**src/rtl/uc_pkg.sv**
```systemverilog
// Shared opcode constants and control-FSM state type for the microc control unit.
package uc_pkg;

  localparam logic [5:0] OP_NOP  = 6'b000000;
  localparam logic [5:0] OP_LI   = 6'b000001;
  localparam logic [5:0] OP_J    = 6'b000010;
  localparam logic [5:0] OP_JZ   = 6'b000011;
  localparam logic [5:0] OP_JNZ  = 6'b000100;
  localparam logic [5:0] OP_CALL = 6'b000101;
  localparam logic [5:0] OP_RET  = 6'b000110;
  localparam logic [5:0] OP_HALT = 6'b000111;
  localparam logic [2:0] OP_ALU  = 3'b001;

  typedef enum logic [1:0] {RUN, HALT, FAULT} state_t;

endpackage

```
**src/rtl/ret_stack.sv**
```systemverilog
// Return-address LIFO. Pushing while full and popping while empty are silently dropped.
module ret_stack #(
  parameter int PC_W  = 10,
  parameter int DEPTH = 4
) (
  input  logic            clk,
  input  logic            reset,
  input  logic            push,
  input  logic            pop,
  input  logic [PC_W-1:0] din,
  output logic [PC_W-1:0] top,
  output logic            full,
  output logic            empty
);

  localparam int SP_W  = $clog2(DEPTH + 1);
  localparam int IDX_W = $clog2(DEPTH);

  logic [DEPTH-1:0][PC_W-1:0] mem;
  logic [SP_W-1:0]            sp;
  logic [SP_W-1:0]            sp_m1;

  assign full  = (sp == SP_W'(DEPTH));
  assign empty = (sp == '0);
  assign sp_m1 = sp - SP_W'(1);
  assign top   = empty ? '0 : mem[sp_m1[IDX_W-1:0]];

  always_ff @(posedge clk or negedge reset) begin
    if (!reset) begin
      sp  <= '0;
      mem <= '0;
    end else if (push && !full) begin
      mem[sp[IDX_W-1:0]] <= din;
      sp                 <= sp + SP_W'(1);
    end else if (pop && !empty) begin
      sp <= sp_m1;
    end
  end

endmodule

```
**src/rtl/uc_stack.sv**
```systemverilog
// Control unit for the single-cycle microc datapath: opcode decode, call/ret stack,
// halt, and a sticky fault on stack overflow/underflow.
module uc_stack
  import uc_pkg::*;
#(
  parameter int PC_W  = 10,
  parameter int DEPTH = 4
) (
  input  logic            clk,
  input  logic            reset,
  input  logic [5:0]      opcode,
  input  logic            z,
  input  logic [PC_W-1:0] pc_cur,
  output logic            s_inc,
  output logic            s_ret,
  output logic [PC_W-1:0] ret_addr,
  output logic            pc_we,
  output logic            s_inm,
  output logic            we3,
  output logic            wez,
  output logic [2:0]      op,
  output logic            halted,
  output logic            stack_err,
  output logic            illegal
);

  state_t state, nxt;
  logic   push, pop, full, empty;

  ret_stack #(.PC_W(PC_W), .DEPTH(DEPTH)) u_stk (
    .clk   (clk),
    .reset (reset),
    .push  (push),
    .pop   (pop),
    .din   (pc_cur + PC_W'(1)),
    .top   (ret_addr),
    .full  (full),
    .empty (empty)
  );

  always_ff @(posedge clk or negedge reset) begin
    if (!reset) state <= RUN;
    else        state <= nxt;
  end

  assign op        = opcode[2:0];
  assign illegal   = (opcode[5:4] != 2'b00);
  assign halted    = (state == HALT);
  assign stack_err = (state == FAULT);

  always_comb begin
    s_inc = 1'b0;
    s_ret = 1'b0;
    pc_we = 1'b1;
    s_inm = 1'b0;
    we3   = 1'b0;
    wez   = 1'b0;
    push  = 1'b0;
    pop   = 1'b0;
    nxt   = state;
    if (opcode[5:3] == OP_ALU) begin
      s_inc = 1'b1;
      we3   = 1'b1;
      wez   = 1'b1;
    end else begin
      case (opcode)
        OP_NOP: s_inc = 1'b1;
        OP_LI: begin
          s_inc = 1'b1;
          s_inm = 1'b1;
          we3   = 1'b1;
        end
        OP_J:   s_inc = 1'b0;
        OP_JZ:  s_inc = ~z;
        OP_JNZ: s_inc = z;
        OP_CALL: begin
          if (full) begin
            pc_we = 1'b0;
            nxt   = FAULT;
          end else begin
            push = 1'b1;
          end
        end
        OP_RET: begin
          if (empty) begin
            pc_we = 1'b0;
            nxt   = FAULT;
          end else begin
            s_ret = 1'b1;
            pop   = 1'b1;
          end
        end
        OP_HALT: begin
          pc_we = 1'b0;
          nxt   = HALT;
        end
        default: s_inc = 1'b1;
      endcase
    end
    // HALT and FAULT freeze the PC, register file, flags and stack until reset.
    if (state != RUN) begin
      pc_we = 1'b0;
      we3   = 1'b0;
      wez   = 1'b0;
      s_ret = 1'b0;
      push  = 1'b0;
      pop   = 1'b0;
      nxt   = state;
    end
  end

endmodule

```
**config.mk**
```make
export PLATFORM = sky130hd
export DESIGN_NAME = uc_stack
export DESIGN_NICKNAME = d
export VERILOG_FILES = /design/src/rtl/uc_pkg.sv /design/src/rtl/ret_stack.sv /design/src/rtl/uc_stack.sv
export SDC_FILE = /design/constraint.sdc
export NUM_CORES = 1
export LEC_CHECK = 0
export ABC_AREA = 1
export ABC_CLOCK_PERIOD_IN_PS = 4900
export CORE_MARGIN = 1
export CORE_UTILIZATION = 55
export CTS_CLUSTER_DIAMETER = 80
export CTS_CLUSTER_SIZE = 28
export DETAILED_ROUTE_END_ITERATION = 8
export DONT_BUFFER_PORTS = 1
export GPL_ROUTABILITY_DRIVEN = 0
export GPL_TIMING_DRIVEN = 0
export PLACE_DENSITY = 0.7
export SLEW_MARGIN = 30
export SYNTH_ARGS = -nofsm -noshare
export SYNTH_HDL_FRONTEND = slang
export SYNTH_SLANG_ARGS = --single-unit
```
**constraint.sdc**
```tcl
create_clock -name clk -period 4.9 [get_ports clk]
set_input_delay 0.98 -clock clk [delete_from_list [all_inputs] [get_ports clk]]
set_output_delay 0.98 -clock clk [all_outputs]
set_load 0.03 [all_outputs]
```
; ---- Word level (Yosys, flattened, before mapping)
; Cells that the tools add are included.
[totals]
regBits = 45
inputBits = 19
elab_cells = 70
[op_classes]
addsub = 3
n_lt_le_gt_ge = 3
n_eq_ne = 13
n_mux = 30
bitwise_logic = 3
reduce_logical = 12
[ops]
columns = cell, count
row1 = 40-bit bitwise mux, 1
row2 = 10-bit two-way mux, 3
row3 = "6-bit by 3-bit equality test with 1-bit output, second input constant", 4
row4 = 10-bit binary-select mux with 2-bit select, 1
row5 = 10-bit demux with 2-bit select, 1
row6 = 1-bit two-way mux, 17
row7 = "6-bit by 2-bit equality test with 1-bit output, second input constant", 2
row8 = "10-bit by 1-bit adder with 10-bit output, second input constant", 1
row9 = "6-bit by 1-bit equality test with 1-bit output, second input constant", 1
row10 = "2-bit by 3-bit < comparator with 1-bit output, second input constant", 2
row11 = 3-bit two-way mux, 2
row12 = 1-bit case mux with 3 select lines, 2
row13 = 2-bit case mux with 3 select lines, 1
row14 = 2-bit nonzero test, 3
row15 = 5-bit AND reduction, 1
row16 = 2-bit two-way mux, 2
row17 = "2-bit by 1-bit inequality test with 1-bit output, second input constant", 2
row18 = 4-bit OR reduction, 1
row19 = "3-bit by 1-bit adder with 3-bit output, second input constant", 1
row20 = "3-bit by 1-bit equality test with 1-bit output, second input constant", 1
row21 = "3-bit equality test, second input constant", 1
row22 = 1-bit logical AND, 3
row23 = 3-bit logical NOT, 1
row24 = 1-bit inverter, 3
row25 = 6 further kinds, 7

; ---- Depth between registers and ports, before layout
; Gate-level depths: netlist of run 1.
[depth]
ltp_word = 8
ltp_mapped = 10
mapped_depth_nobuf = 9

; ---- Cells and area by module
; A second synthesis of run 1 with hierarchy kept.
[unflattened]
hier_cells = 364
area_unflattened_um2 = 2857.7
[modules_own_cells]
columns = mod, instances, cells_each, area_per_inst_um2
row1 = ret_stack, 1, 289, 2378.5
row2 = uc_stack, 1, 75, 479.2

; ---- Worst setup path before layout of run 1
; OpenSTA, ideal clock, no wires.
[synth_path]
kind = input to output
start = in opcode[4]
end = out pc_we
arrival_ns = 2.086
required_ns = 3.920
setup_slack_ns = 1.834
stages = 5
path_buffers = 0
path_cell_list = nor2_4 -> nand2_4 -> nor2_8 -> inv_1 -> a21oi_1
[synth_via]
elab_chain_cells = 4
word_cells_on_any_way = 7
[synth_rtl]
columns = item, line
row1 = start: declaration, uc_stack.sv:11  ; input logic [5:0] opcode,
row2 = 6-bit by 3-bit equality test with 1-bit output, uc_stack.sv:66  ; case (opcode)
row3 = 1-bit case mux with 3 select lines, uc_stack.sv:66
row4 = 1-bit two-way mux *, uc_stack.sv:61  ; if (opcode[5:3] == OP_ALU) begin
row5 = 1-bit two-way mux *, uc_stack.sv:101  ; if (state != RUN) begin
row6 = end: declaration, uc_stack.sv:17  ; output logic pc_we,
; Every way passes the cells marked *; elsewhere a longest branch is shown, timed or not.

; ---- Final worst setup path of run 1
[layout_path]
start = reg u_stk.sp[0]
end = out ret_addr[6]
[layout_via]
elab_chain_cells = 4
word_cells_on_any_way = 5
[layout_rtl]
columns = item, line
row1 = start: declaration, ret_stack.sv:20  ; logic [SP_W-1:0] sp;
row2 = start signal: assignment, ret_stack.sv:34  ; sp <= sp + SP_W'(1);
row3 = start signal: assignment, ret_stack.sv:36  ; sp <= sp_m1;
row4 = 3-bit by 1-bit subtractor with 3-bit output, ret_stack.sv:25  ; assign sp_m1 = sp - SP_W'(1);
row5 = named net u_stk.sp_m1[0], ret_stack.sv:21  ; logic [SP_W-1:0] sp_m1;
row6 = 10-bit binary-select mux with 2-bit select, ret_stack.sv:26  ; assign top = empty ? '0 : mem[sp_m1[IDX_W-1:0]];
row7 = 10-bit two-way mux (not written as such), ret_stack.sv:26
row8 = 10-bit two-way mux, ret_stack.sv:26
row9 = end: declaration, uc_stack.sv:16  ; output logic [PC_W-1:0] ret_addr,
; The timed path passes the listed nets, and every way through them passes these cells. The select of a mux whose other input is x is not followed.

==> results.md, run 1 <==
- R2r endpoint: u_stk.mem[37]$_DFFE_PN0P_
- Post-CTS Hold Buffers: 0
- Vias/cell: 5.27
- Clock Latency Late Sink: 0.31 ns
- Worst-margin pin slew: 0.703 ns
- Final WL: 5920 um
- Initial core utilization: 0.571
- Reg2reg setup slack: 2.58 ns
- Crit-path cells: inv_1 > clkbuf_1 > ha_1 > clkbuf_1 > nor2_1 > o21ai_0 > a21oi_1
- Status: complete, no violations
- Critical path's top delay family: buffers and inverters
- Layout Nets: 390
- Post-CTS Resized: 0
- Period utilisation layout: 0.779
- RSZ-0062 raised after global routing: no
- IO Pins: 41
- Syn Nets: 383
- Total congestion overflow: 0
- Share of cells above drive strength 1: 0.104
- Cell Rows: 25
- Core area: 4720 um2
- Hold_ws: 0.361 ns
- Most used cell, CP: clkbuf_1
- Avg Cell Area, Syn: 7.53 um2
- Peak supply drop: 152 uV
- DRC violations left: 0
- Critical path fanouts, max: 12
- # diodes: 0
- Post-synthesis instance area: 2700 um2
- Starting DRT DRC Count: 172
- Crit-path max cell delay: 0.58 ns
- Slew margin rel.: 0.533
- Wire per inst: 13.7 um
- Count of final setup violators: 0
- CP Launch Type: register
- CP required: 3.92 ns
- Final min period: 3.82 ns
- WP data arrival: 2.84 ns
- Synth Register Bits: 45
- Port bufs: 0
- Post-CTS setup buffer count: 0
- # clock sinks: 45
- Pre-antenna DRT Iters: 4
- Max Fclk: 0.262 GHz
- Reg2reg path depth: 10
- PwrDens: 241 nW/um2
- Slew Viols, Final: 0
- Worst setup path class: register to output pin
- Number of global-route vias before repair: 2124
- Worst Skew: 0.00747 ns
- Clk slew on worst S/H paths: 0.09 ns
- Clk root buf: clkbuf_8
- Leakage power: 0.00145 uW
- Max-Cap Viols: 0
- Antenna viol nets, final: 0
- Crit end category: output pin
- GRT Util Overall: 0.253
- DR vias: 2284
- Worst R2R Start: u_stk.sp[0]$_DFFE_PN0P_
- Max clock buf depth: 2
- Distinct cell type count after synthesis: 27
- Sequential element share of the synthesized area: 0.418
- CTS H-tree lvls: 2
- Filler cell count: 438
- CTS tree: yes
- Dpl hpwl: 4370 um
- Post-Route Setup TNS: 0 ns
- TritonCTS buffer count: 5
- First-pass GRT wire length: 9930 um
- Slowest cell on crit path: a21oi_1
- Antenna violations before repair: 0
- Layout area overhead: 7.56%
- Min-delay worst type: primary input to async pin
- Syn. warnings: 0
- Die height: 72.0 um
- Final Hold Fails: 0
- Largest net degree at the start of global routing: 46
- Die width: 72.0 um
- CP bufs+invs: 3
- Die ar.: 5190 um2
- Cells after Synth: 358
[per-stage QoR]
step	instance area (um2)	worst slack, ns	std cells	total power, uW	utilization
after floorplan	2700	1.83	358	406	-
after global placement	2780	1.38	425	411	0.589
after detailed placement	2780	1.38	425	411	0.589
after CTS	2900	1.04	433	704	0.614
after global routing	2900	0.798	433	719	0.614
final	2900	1.08	433	699	0.614
[cells by family after synthesis]
kind of cell             share of synthesized area
XOR/XNOR                                    0.0130
AO/OA/AOI/OAI                                0.119
buffers and inverters                       0.0738
flip-flops                                   0.418
adder cells (fa/ha/maj)                     0.0278
AND/OR/NAND/NOR                              0.348
[registers in the layout, indices dropped and copies added (netlist names)]
name / flops
state: 2
u_stk.mem: 40
u_stk.sp: 3
[cells in the mapped netlist (all sizes together)]
cell | number | area [um2]
a21oi | 14 | 81.3
buf | 8 | 71.3
clkbuf | 4 | 15.0
clkinv | 2 | 7.51
dfrtp | 45 | 1130
ha | 6 | 75.1
inv | 28 | 105
nand2 | 120 | 465
nand3 | 16 | 135
nand3b | 2 | 15.0
nand4 | 6 | 37.5
nor2 | 60 | 282
nor3 | 1 | 5.00
o21ai | 42 | 240
xnor2 | 1 | 8.76
xor2 | 3 | 26.3
[layout make-up]
class | count | area (um2) | area share
flip-flops and latches | 45 | 1130 | 0.388
plain buffers | 12 | 86.3 | 0.0298
multi-input cells | 271 | 1370 | 0.473
inverters | 30 | 113 | 0.0388
clock inverters | 2 | 37.5 | 0.0129
well taps | 67 | 83.8 | 0.0289
clock buffers | 6 | 82.6 | 0.0285
[layout by cell type, fill, tap and decap left out]
cell type / instances
clkinv_1: 2
nand3_4: 4
buf_6: 4
ha_1: 6
clkbuf_8: 6
xnor2_1: 1
nor2_4: 5
a21oi_1: 13
o21ai_1: 11
nand3_2: 1
a21oi_4: 1
nand2_1: 118
nand4_1: 6
bufinv_16: 1
clkinvlp_4: 1
nand2_4: 2
nand3_1: 11
nor2_2: 1
o21ai_0: 23
nand3b_1: 2
o21ai_2: 8
clkbuf_1: 4
buf_1: 1
nor2_8: 1
dfrtp_1: 45
xor2_1: 3
inv_1: 28
buf_4: 3
nor2_1: 53
nor3_1: 1
[worst max path at each step]
stage | startpoint | to | depth (start not counted)
floorplan | opcode[4] | pc_we | 5
global placement | u_stk.sp[0]$_DFFE_PN0P_ | ret_addr[6] | 7
detailed placement | u_stk.sp[0]$_DFFE_PN0P_ | ret_addr[6] | 7
CTS | u_stk.sp[0]$_DFFE_PN0P_ | ret_addr[6] | 7
global route | u_stk.sp[0]$_DFFE_PN0P_ | ret_addr[4] | 7
finish | u_stk.sp[0]$_DFFE_PN0P_ | ret_addr[6] | 7
[metal layers]
metal	global-route usage	vias up	wire [um]
li1	-	1143	-
met1	0.351	1094	2770
met2	0.411	39	2850
met3	0.0403	8	228
met4	0.0784	0	79
met5	0	-	0
[worst reg2reg max path: stages (launching register included)]
cell	delay [ns]
dfrtp_1	0.44
inv_1	0.11
clkbuf_1	0.29
ha_1	0.37
nand2_1	0.10
nand3_1	0.17
nor2_8	0.28
nand3_4	0.17
buf_6	0.19
nand2_1	0.06
nand2_1	0.05
[where the power goes]
| group | total, uW | switching [uW] | internal, uW |
|---|---|---|---|
| Combinational | 32.7 | 23.8 | 8.90 |
| Clock | 295 | 130 | 166 |
| Sequential | 371 | 0 | 371 |
| Total | 699 | 153 | 546 |
No activity file was read; power rests on OpenSTA's default activity.
==> inputs of run 2 (changes only) <==
--- a/config.mk
+++ b/config.mk
@@ -6,7 +6,7 @@
 export NUM_CORES = 1
 export LEC_CHECK = 0
 export ABC_AREA = 1
-export ABC_CLOCK_PERIOD_IN_PS = 4900
+export ABC_CLOCK_PERIOD_IN_PS = 4010
 export CORE_MARGIN = 1
 export CORE_UTILIZATION = 55
 export CTS_CLUSTER_DIAMETER = 80
==> constraint.sdc (replaced) <==
create_clock -name clk -period 4.01 [get_ports clk]
set_input_delay 0.802 -clock clk [delete_from_list [all_inputs] [get_ports clk]]
set_output_delay 0.802 -clock clk [all_outputs]
set_load 0.03 [all_outputs]
==> results of run 2 <==
The final DEF is identical to that of run 1. Status: complete, no violations.
Among the figures that moved: setup slack after placement 1.38 ns -> 0.668 ns; setup slack after layout 1.08 ns -> 0.369 ns; hold slack 0.361 ns -> 0.183 ns; register-to-register setup slack 2.58 ns -> 1.69 ns; total power 699 uW -> 854 uW; worst IR drop on VDD 152 uV -> 185 uV
==> inputs of run 3 (changes only) <==
--- a/config.mk
+++ b/config.mk
@@ -13,7 +13,6 @@
 export CTS_CLUSTER_SIZE = 28
 export DETAILED_ROUTE_END_ITERATION = 8
 export DONT_BUFFER_PORTS = 1
-export GPL_ROUTABILITY_DRIVEN = 0
 export GPL_TIMING_DRIVEN = 0
 export PLACE_DENSITY = 0.7
 export SLEW_MARGIN = 30
==> results of run 3 <==
The final DEF is identical to that of run 1. Status: complete, no violations.
Among the figures that moved: setup slack after placement 1.38 ns -> 0.668 ns; setup slack after layout 1.08 ns -> 0.369 ns; hold slack 0.361 ns -> 0.183 ns; register-to-register setup slack 2.58 ns -> 1.69 ns; total power 699 uW -> 854 uW; worst IR drop on VDD 152 uV -> 185 uV
==> RTL edit (flow settings as in run 2) <==
`DEPTH` is set to 4 in 2 places; all go to 2.
--- a/src/rtl/ret_stack.sv
+++ b/src/rtl/ret_stack.sv
@@ -1,7 +1,7 @@
 // Return-address LIFO. Pushing while full and popping while empty are silently dropped.
 module ret_stack #(
   parameter int PC_W  = 10,
-  parameter int DEPTH = 4
+  parameter int DEPTH = 2
 ) (
   input  logic            clk,
   input  logic            reset,
--- a/src/rtl/uc_stack.sv
+++ b/src/rtl/uc_stack.sv
@@ -4,7 +4,7 @@
   import uc_pkg::*;
 #(
   parameter int PC_W  = 10,
-  parameter int DEPTH = 4
+  parameter int DEPTH = 2
 ) (
   input  logic            clk,
   input  logic            reset,
Formal check against the unedited RTL: not equivalent (a bounded check fails within 4 cycles, from zero or initial values and one cycle with reset low).
==> RTL edit against run 2 <==
- synthesized cell count fell by 41%
- worst setup slack improved by 520 ps
- sequential cell count fell by 21
- clock skew rose by 4.1 ps
- worst hold slack got worse by 13 ps
- power fell by 56%
- via count fell by 42%
- die area fell by 41%
- fmax rose by 17%
- largest power group unchanged
- final area fell by 44%
- non-clock buffer count fell by 4
- synthesized area fell by 42%
- wire length fell by 46%
==> RTL edit: results (changes against run 2) <==
| Metric | Value |
|---|---|
| Reported leakage power | `0.000883 uW (was 0.00145 uW)` |
| Switch Pwr | `86.3 uW (was 187 uW)` |
| Synth area leaders | `dfrtp_1 (38%), nand2_1 (14%), o21ai_2 (6.7%), nor2_1 (6.5%), inv_1 (5.8%) (was dfrtp_1 (42%), nand2_1 (16%), nor2_1 (7.4%), o21ai_0 (4.3%), inv_1 (3.9%))` |
| Placed Area | `0.00160 mm^2 (was 0.00278 mm^2)` |
| Synth Net Count | `234 (was 383)` |
| Largest registers | `u_stk.mem: 20 flops, state: 2 flops, u_stk.sp: 2 flops (was u_stk.mem: 40 flops, u_stk.sp: 3 flops, state: 2 flops)` |
| Register area share after synthesis | `0.385 (was 0.418)` |
| GRT met2 Usage | `0.380 (was 0.411)` |
| Drt initial violations | `36 (was 172)` |
| Nets | `239 (was 390)` |
| Internal reg-to-reg setup slack | `2280 ps (was 1690 ps)` |
| Max FO, Critical Path | `11 (was 12)` |
| DRT Wirelength | `3180 um (was 5920 um)` |
| Max incr delay on CP | `550 ps (was 580 ps)` |
| RR Endpoint | `u_stk.mem[17] (was u_stk.mem[37])` |
| Met1 GRT Util | `0.290 (was 0.351)` |
| Peak supply drop | `0.149 mV (was 0.185 mV)` |
| Synth cell count leaders | `nand2_1 (60), nor2_1 (27), dfrtp_1 (24), inv_1 (24), o21ai_0 (13) (was nand2_1 (118), nor2_1 (53), dfrtp_1 (45), inv_1 (28), o21ai_0 (23))` |
| Filler Cell Count | `253 (was 438)` |
| Pwr Density | `230 mW/mm^2 (was 295 mW/mm^2)` |
| Vias per std cell | `5.45 (was 5.27)` |
| Number of CTS-inserted buffers | `3 (was 5)` |
| Outcome | `completed (unchanged)` |
| Reg clk slew, reported paths | `120 ps (was 90 ps)` |
| Vias in the first global route | `1,321 (was 2,124)` |
| First-pass GRT wire length | `5570 um (was 9930 um)` |
| Largest net degree at the start of global routing | `25 (was 46)` |
| Max-slew headroom | `0.557 (was 0.533)` |
| Layout cells sized above 1 | `0.158 (was 0.104)` |
| Synth unique cells | `24 (was 27)` |
| Root buffer cell | `clkbuf_4 (was clkbuf_8)` |
-- RTL edit: kinds of logic after synthesis --
kind of cell	Yosys count	share of synthesized area
flip-flops	24	0.385
XOR/XNOR	5	0.0281
AND/OR/NAND/NOR	115	0.333
AO/OA/AOI/OAI	30	0.125
buffers and inverters	35	0.105
adder cells (fa/ha/maj)	3	0.0241
-- RTL edit: worst max path at each step --
stage	start	cells after the start	end
floorplan	opcode[4]	5	we3
global placement	u_stk.sp[0]	7	ret_addr[6]
detailed placement	u_stk.sp[0]	7	ret_addr[6]
CTS	u_stk.sp[0]	7	ret_addr[6]
global route	u_stk.sp[0]	7	ret_addr[6]
finish	u_stk.sp[0]	7	ret_addr[6]
-- RTL edit: critical path: cells and delay by family (launching register included) --
kind,cells,cell delay (ps)
buffers and inverters,4,740
AOI/OAI and AO/OA,2,700
DFF,1,350
adders and majority gates,1,220
-- RTL edit: metrics by stage --
stage	hold WS, ps	instances	power (uW)
3_3_place_gp	458	242	278
4_1_cts	160	245	379
2_1_floorplan	444	212	274
6_report	170	245	373
3_5_place_dp	461	242	278
5_1_grt	151	245	388
-- RTL edit: final cells by class --
class                           count  area share
Tap cell                           30      0.0232
Inverter                           27      0.0641
Buffer                              8      0.0371
Sequential cell                    24       0.371
Clock buffer                        3      0.0139
Multi-Input combinational cell    153       0.491
-- RTL edit: routing by layer --
metal	up-vias	routed length, um
met5	-	0
met4	0	44
met3	6	141
met2	36	1570
met1	620	1420
li1	673	-
-- RTL edit: power groups by stage --
stage,sequential (uW),combinational (uW),clock (uW)
finish,242,31.8,99.2
global route,242,35.4,110
CTS,242,31.9,105
detailed placement,247,31.8,0
global placement,247,30.9,0
floorplan,247,27.8,0
